### config.mk
export PLATFORM = sky130hd
export DESIGN_NAME = icache_ctrl
export DESIGN_NICKNAME = d
export VERILOG_FILES = /design/src/rtl/icache_ctrl.sv
export SDC_FILE = /design/constraint.sdc
export NUM_CORES = 2
export LEC_CHECK = 0
export BUFFER_PORTS_ARGS = -buffer_cell sky130_fd_sc_hd__buf_2
export CAP_MARGIN = 0
export CORE_MARGIN = 3
export CORE_UTILIZATION = 55
export DETAILED_ROUTE_END_ITERATION = 16
export PLACE_DENSITY = 0.71
export SYNTH_ARGS = -nofsm -noshare
export SYNTH_HDL_FRONTEND = slang
export SYNTH_SLANG_ARGS = --single-unit
### constraint.sdc
create_clock -name Clk -period 3.6 [get_ports Clk]
set_clock_uncertainty 0.2 [all_clocks]
set_input_delay 0.36 -clock Clk [delete_from_list [all_inputs] [get_ports Clk]]
set_output_delay 0.36 -clock Clk [all_outputs]
set_load 0.01 [all_outputs]
### src/rtl/icache_ctrl.sv
// Direct-mapped, read-only instruction cache with a line-refill FSM.
// A miss holds o_miss high while a full line is fetched from memory one beat per word.
module icache_ctrl #(
  parameter int ADDR_W = 32,
  parameter int DATA_W = 32,
  parameter int LINES  = 16,
  parameter int WORDS  = 4
) (
  input  logic              Clk,
  input  logic              Rst,
  input  logic              i_req,
  input  logic [ADDR_W-1:0] i_addr,
  input  logic              i_flush,
  output logic [DATA_W-1:0] o_instr,
  output logic              o_miss,
  output logic              o_mem_req,
  output logic [ADDR_W-1:0] o_mem_addr,
  input  logic              i_mem_valid,
  input  logic [DATA_W-1:0] i_mem_data
);
  localparam int OFF_W = $clog2(WORDS);
  localparam int IDX_W = $clog2(LINES);
  localparam int LO_W  = OFF_W + 2;
  localparam int TAG_W = ADDR_W - IDX_W - LO_W;

  typedef enum logic {IDLE, REFILL} state_t;

  state_t            state_q, state_d;
  logic [LINES-1:0]  valid_q, valid_d;
  logic [OFF_W-1:0]  beat_q, beat_d;
  logic              drop_q, drop_d;
  logic              mem_req_q, mem_req_d;
  logic [ADDR_W-1:0] mem_addr_q, mem_addr_d;

  logic [TAG_W-1:0]  tag_arr  [LINES];
  logic [DATA_W-1:0] data_arr [LINES][WORDS];

  logic [OFF_W-1:0]  req_word;
  logic [IDX_W-1:0]  req_idx, fill_idx;
  logic [TAG_W-1:0]  req_tag, fill_tag;
  logic              hit, data_we, tag_we;
  logic              unused_addr_bits;

  assign req_word         = i_addr[LO_W-1:2];
  assign req_idx          = i_addr[LO_W +: IDX_W];
  assign req_tag          = i_addr[ADDR_W-1 -: TAG_W];
  assign fill_idx         = mem_addr_q[LO_W +: IDX_W];
  assign fill_tag         = mem_addr_q[ADDR_W-1 -: TAG_W];
  assign unused_addr_bits = ^i_addr[1:0];

  assign hit        = i_req & valid_q[req_idx] & (tag_arr[req_idx] == req_tag);
  assign o_miss     = i_req & ~((state_q == IDLE) & hit);
  assign o_instr    = data_arr[req_idx][req_word];
  assign o_mem_req  = mem_req_q;
  assign o_mem_addr = mem_addr_q;

  always_comb begin
    state_d    = state_q;
    valid_d    = valid_q;
    beat_d     = beat_q;
    drop_d     = drop_q;
    mem_req_d  = mem_req_q;
    mem_addr_d = mem_addr_q;
    data_we    = 1'b0;
    tag_we     = 1'b0;
    if (i_flush) valid_d = '0;
    case (state_q)
      IDLE: begin
        if (i_req && !hit) begin
          state_d    = REFILL;
          mem_req_d  = 1'b1;
          beat_d     = '0;
          mem_addr_d = {i_addr[ADDR_W-1:LO_W], {LO_W{1'b0}}};
        end
      end
      REFILL: begin
        // A flush during refill poisons the line being filled, even on its last beat.
        if (i_flush) drop_d = 1'b1;
        if (i_mem_valid) begin
          data_we = 1'b1;
          beat_d  = beat_q + OFF_W'(1);
          if (beat_q == OFF_W'(WORDS - 1)) begin
            tag_we            = 1'b1;
            valid_d[fill_idx] = ~(drop_q | i_flush);
            drop_d            = 1'b0;
            mem_req_d         = 1'b0;
            state_d           = IDLE;
          end
        end
      end
      default: state_d = IDLE;
    endcase
  end

  always_ff @(posedge Clk) begin
    if (Rst) begin
      state_q    <= IDLE;
      valid_q    <= '0;
      beat_q     <= '0;
      drop_q     <= 1'b0;
      mem_req_q  <= 1'b0;
      mem_addr_q <= '0;
    end else begin
      state_q    <= state_d;
      valid_q    <= valid_d;
      beat_q     <= beat_d;
      drop_q     <= drop_d;
      mem_req_q  <= mem_req_d;
      mem_addr_q <= mem_addr_d;
    end
  end

  // Storage arrays carry no reset; the valid bits alone decide what may hit.
  always_ff @(posedge Clk) begin
    if (!Rst && data_we) data_arr[fill_idx][beat_q] <= i_mem_data;
    if (!Rst && tag_we)  tag_arr[fill_idx] <= fill_tag;
  end

endmodule

Yosys cells after proc, flatten, opt, wreduce, memory -nomap -nowiden:

Memories as Yosys holds them, arrays and structs flattened.
Index checks and enable logic that the tools add are counted.

* memories: 2
* bits in writable memories: 2432
* logic and storage cells: 77
* output and inout port bits: 66
* register bits after elaboration: 49

* reduce and logical (&&, ||, !) cells: 10
* bitwise logic cells: 10
* muxes and demuxes: 37
* magnitude comparators: 6
* add/subtract/negate cells: 1
* equality and inequality tests: 5

Memory list
* data_arr: depth 16, bits a word 128, rd ports 1, clocked after memory_dff 0, wr ports 1, RTL line 36 `logic [DATA_W-1:0] data_arr [LINES][WORDS];`
* tag_arr: depth 16, bits a word 24, rd ports 1, clocked after memory_dff 0, wr ports 1, RTL line 35 `logic [TAG_W-1:0] tag_arr [LINES];`

Operators by type and width (count)
* $mux W128: 1
* $mux W32: 3
* $bmux W32 S2: 1
* $demux W32 S2: 1
* $mux W16: 4
* $eq A24 B24 Y1: 1
* $mux W1: 19
* $bwmux W16: 1
* $lt A4 B5 Y1 const B: 2
* $ge A3 B3 Y1 const B: 2
* $not A2 Y3: 2
* $logic_and A1 B1 Y1: 5
* $and A1 B1 Y1: 4
* $bmux W1 S4: 1
* $demux W1 S4: 1
* $ge A4 B1 Y1 const B: 1
* $mux W2: 2
* $ne A2 B1 Y1 const B: 2
* $pmux W1 S2: 2
* $pmux W2 S2: 1
* $reduce_and A2 Y1: 2
* $lt A3 B1 Y1 const B: 1
* $not A1 Y1: 3
* $reduce_and A3 Y1: 1
* 5 further kinds: 6

Longest topological paths before layout:

* word-level depth: 8
* gate-level depth with buffers: 15
* mapped depth without buffers: 8

Worst setup path after synthesis:

No wires, ideal clock.

* kind: in2out
* from: input port i_addr[4]
* to: output port o_instr[10]
* slack: -298 ps
* arrival: 3338 ps
* stages: 9
* path through: buf_6 > buf_6 > buf_4 > buf_6 > clkbuf_1 > buf_1 > mux4_2 > mux4_2 > mux4_2

* cells in the longest elaborated chain, start to end: 4

Ends and longest elaborated chain
* start, declared: RTL line 12 `input logic [ADDR_W-1:0] i_addr,`
* $mem_v2 Z16 W128
* $bmux W32 S2: RTL line 53 `assign o_instr = data_arr[req_idx][req_word];`
* $mux W32 (not written as such) (2 in a row): RTL line 53
* end, declared: RTL line 14 `output logic [DATA_W-1:0] o_instr,`

Every way passes these cells. The select of a mux whose other input is x is not followed.

Worst setup path in the final report:

* from: memory tag_arr[8][18] in the netlist's numbering
* to: output port o_miss

* cells in the longest elaborated chain, start to end: 6

Ends and longest elaborated chain
* start, declared: RTL line 35
* $mem_v2 Z16 W24
* $eq A24 B24 Y1: RTL line 51 `assign hit = i_req & valid_q[req_idx] & (tag_arr[req_idx] == req_tag);`
* $and A1 B1 Y1: RTL line 51
* $and A1 B1 Y1: RTL line 52 `assign o_miss = i_req & ~((state_q == IDLE) & hit);`
* $not A1 Y1: RTL line 52
* $and A1 B1 Y1: RTL line 52
* end, declared: RTL line 15 `output logic o_miss,`

Every way passes these cells.

==> impl_metrics.py <==
metrics = {
    "layout": {
        "layout_common_cells": "edfxtp_1 (2432), mux4_2 (764), clkbuf_16 (239)",
        "nNetsFinal": 4446,
        "areaGrowthSynthToFinish_pct": 16.1,
        "final_cells": 6881,
        "stdcell_area_mm2": 0.110,
        "drive_above_1_share_pct": 35.8,
        "mostFrequentLayoutCell": "edfxtp_1",
    },
    "synth": {
        "syn-mean-instance-area_um2": 24.5,
        "synth_seq_cells": 2481,
        "synth-edff-count": 2432,
        "syn_inst": 3877,
        "synthArstFlopShare_pct": 0,
        "syn_area_mm2": 0.0951,
        "synth.distinct_cells": 49,
        "synth_flop_cell": "edfxtp_1",
        "ys_warn_count": 0,
        "ys_seq_area_share_pct": 77.8,
    },
    "worst_setup_path": {
        "end_kind": "output port",
        "worst_ep_required_time_ns": 3.04,
        "critPathMaxStageDelay_ns": 0.53,
        "cp_top_family": "multiplexers",
        "slowest_stage": "mux4_2",
        "cp_cell_sequence": "mux4_2 -> mux4_2 -> xor2_1 -> nor2_2 -> o2111ai_2 -> or4_4 -> o41a_1 -> buf_2",
        "crit_path_frequent_cell": "mux4_2",
        "critPathKind": "flop to output port",
        "path_buf_inv": 1,
        "worstPathMaxFanout": 3,
        "arrival_ns": 3.71,
        "cp-start-kind": "flop",
    },
    "floorplanning": {
        "die_x_um": 422,
        "initial_utilization_pct": 55.7,
        "ioPinCount": 135,
        "fp-row-count": 151,
        "die_area_mm2": 0.178,
        "core_mm2": 0.171,
        "die_y_um": 422,
    },
    "timing": {
        "setup_viol": 14,
        "worst_pin_slew_ns": 1.21,
        "hold_viol": 0,
        "fin_crit_sh_pct": 119,
        "fmax_ghz": 0.234,
        "relSlewSlack_pct": 19.0,
        "drv_slew": 0,
        "holdWs_ns": 0.0664,
        "rsz0062_at_grt": "true",
        "fin_crit_ns": 4.27,
        "final.setup.worst_slack_ns": -0.673,
    },
    "placement": {
        "place_inst": 6358,
        "io_buffers": 128,
        "post-place-ws_ns": -0.286,
        "gp_congestion": 0.794,
        "place_area_mm2": 0.102,
        "hpwlAfterDp_um": 125000,
    },
    "global_route": {
        "antenna_found_initial": 15,
        "overflow": 0,
        "grt_use_total_pct": 27.0,
        "grt_pass1_vias": 46300,
        "grt_pass1_wl_um": 341000,
        "grt_max_degree": 84,
    },
    "route": {
        "wire_per_inst_um": 34.6,
        "dr_wl_met2_um": 118000,
        "drc": 0,
        "wl_met1_um": 87400,
        "wl_um": 238000,
        "vias": 45300,
        "vias_per_cell": 6.59,
        "drtIter0Drc": 6046,
        "wl_met3_um": 24100,
        "top_layer_used": "met5",
        "drtPass1Iterations": 7,
        "ant_nets": 0,
    },
    "power": {
        "p_switching_uw": 12400,
        "peakVddDrop_uv": 569,
        "seqPwrFrac_pct": 54.0,
        "pwr-share-comb_pct": 5.3,
        "swShare_pct": 21.0,
        "p_per_area_mw_per_mm2": 535,
        "clkPwrFrac_pct": 40.7,
        "p_leak_uw": 0.0349,
        "internal-power_uw": 46600,
    },
    "clock_network": {
        "cts_tree": "done",
        "cts-htree-levels": 4,
        "clock_sinks": 2481,
        "path_clk_slew_ns": 0.06,
        "ctsRootBufferMaster": "clkbuf_16",
        "clock_latency_ns": 0.86,
        "cts_max_path_buffers": 3,
        "cts_buffers": 233,
    },
    "flow_run": {
        "max-cap-violations": 0,
    },
    "run_status": {
        "failed_checks": "negative setup slack",
        "status": "finished, violations left",
    },
    "hold_path": {
        "hold_path_class": "input pin to flop",
    },
}
[cells in the mapped netlist (all sizes together), types with 17 or more instances]
cell type / number / area (um^2)
edfxtp: 2432 / 73000
clkbuf: 68 / 255
or3: 17 / 106
buf: 141 / 792
o21ai: 30 / 150
dfxtp: 49 / 981
mux4: 769 / 17300
nand2b: 56 / 350
mux2i: 74 / 741
nand2: 33 / 124
nor2: 87 / 327
a21oi: 23 / 115
[registers in the layout, indices dropped and copies added (netlist names)]
register    count
valid_q        16
o_mem_req       1
data_arr     2048
beat_q          2
o_mem_addr     28
tag_arr       384
drop_q          1
state_q         1
[power groups by stage]
stage / Combinational [uW] / Clock, uW / Sequential [uW]
6_report: 3140 / 24000 / 31900
5_1_grt: 3300 / 25500 / 31900
4_1_cts: 3100 / 24300 / 31900
3_5_place_dp: 2900 / 0 / 32500
3_3_place_gp: 2850 / 0 / 32500
2_1_floorplan: 1630 / 0 / 32400
[final timing paths]
path	startpoint	to	slack (ns)	cells after the start
max	tag_arr[8][18]	o_miss	-0.67	8
min	i_mem_data[10]	data_arr[9][106]	0.07	1
max reg2reg	tag_arr[8][18]	o_mem_addr[11]	0.18	9
min reg2reg	o_mem_req	o_mem_req	0.26	2
[per-layer routing]
metal	vias up	GRT usage, %
li1	17800	-
met1	24400	38.0
met3	477	5.41
met2	2701	43.5
met4	2	8.66
met5	-	0
[cell families (layout without fill, tap and decap cells)]
kind of cell	after synthesis	in the layout	synth area share [%]
compound gates	73	73	0.449
buf+inv	214	912	1.12
xor+xnor	29	29	0.267
fa+ha+maj	4	4	0.0526
simple gates	224	224	1.16
mux	851	851	19.1
other cells	1	12	0.00394
flops	2481	2481	77.8
[layout make-up]
| type | instances | area, um^2 |
|---|---|---|
| Sequential cell | 2481 | 74000 |
| Antenna cell | 8 | 20.0 |
| Inverter | 5 | 20.0 |
| Multi-Input combinational cell | 1185 | 20700 |
| Clock inverter | 153 | 1420 |
| Tap cell | 2295 | 2870 |
| Timing Repair Buffer | 467 | 5270 |
| Fill cell | 10500 | 60200 |
| Clock buffer | 287 | 6100 |
[stage by stage]
stage                     util [%]  power, uW  TNS [ns]
after floorplan                  -      34100    -0.383
after global placement        59.5      35300     -5.03
after detailed placement      59.5      35400     -6.36
after CTS                     64.5      59300     -2.50
after global routing          64.7      60700     -2.56
final                         64.7      59000     -1.47
[repair_timing]
action,in CTS,in global routing
cloned,8,5
hold endpoints to repair,94,0
gates resized for setup,56,16
hold buffers,37,0
pin swaps,1,2
endpoints found under the setup margin,33,29
buffers inserted,16,10
Power figures use the tool's default switching activity.
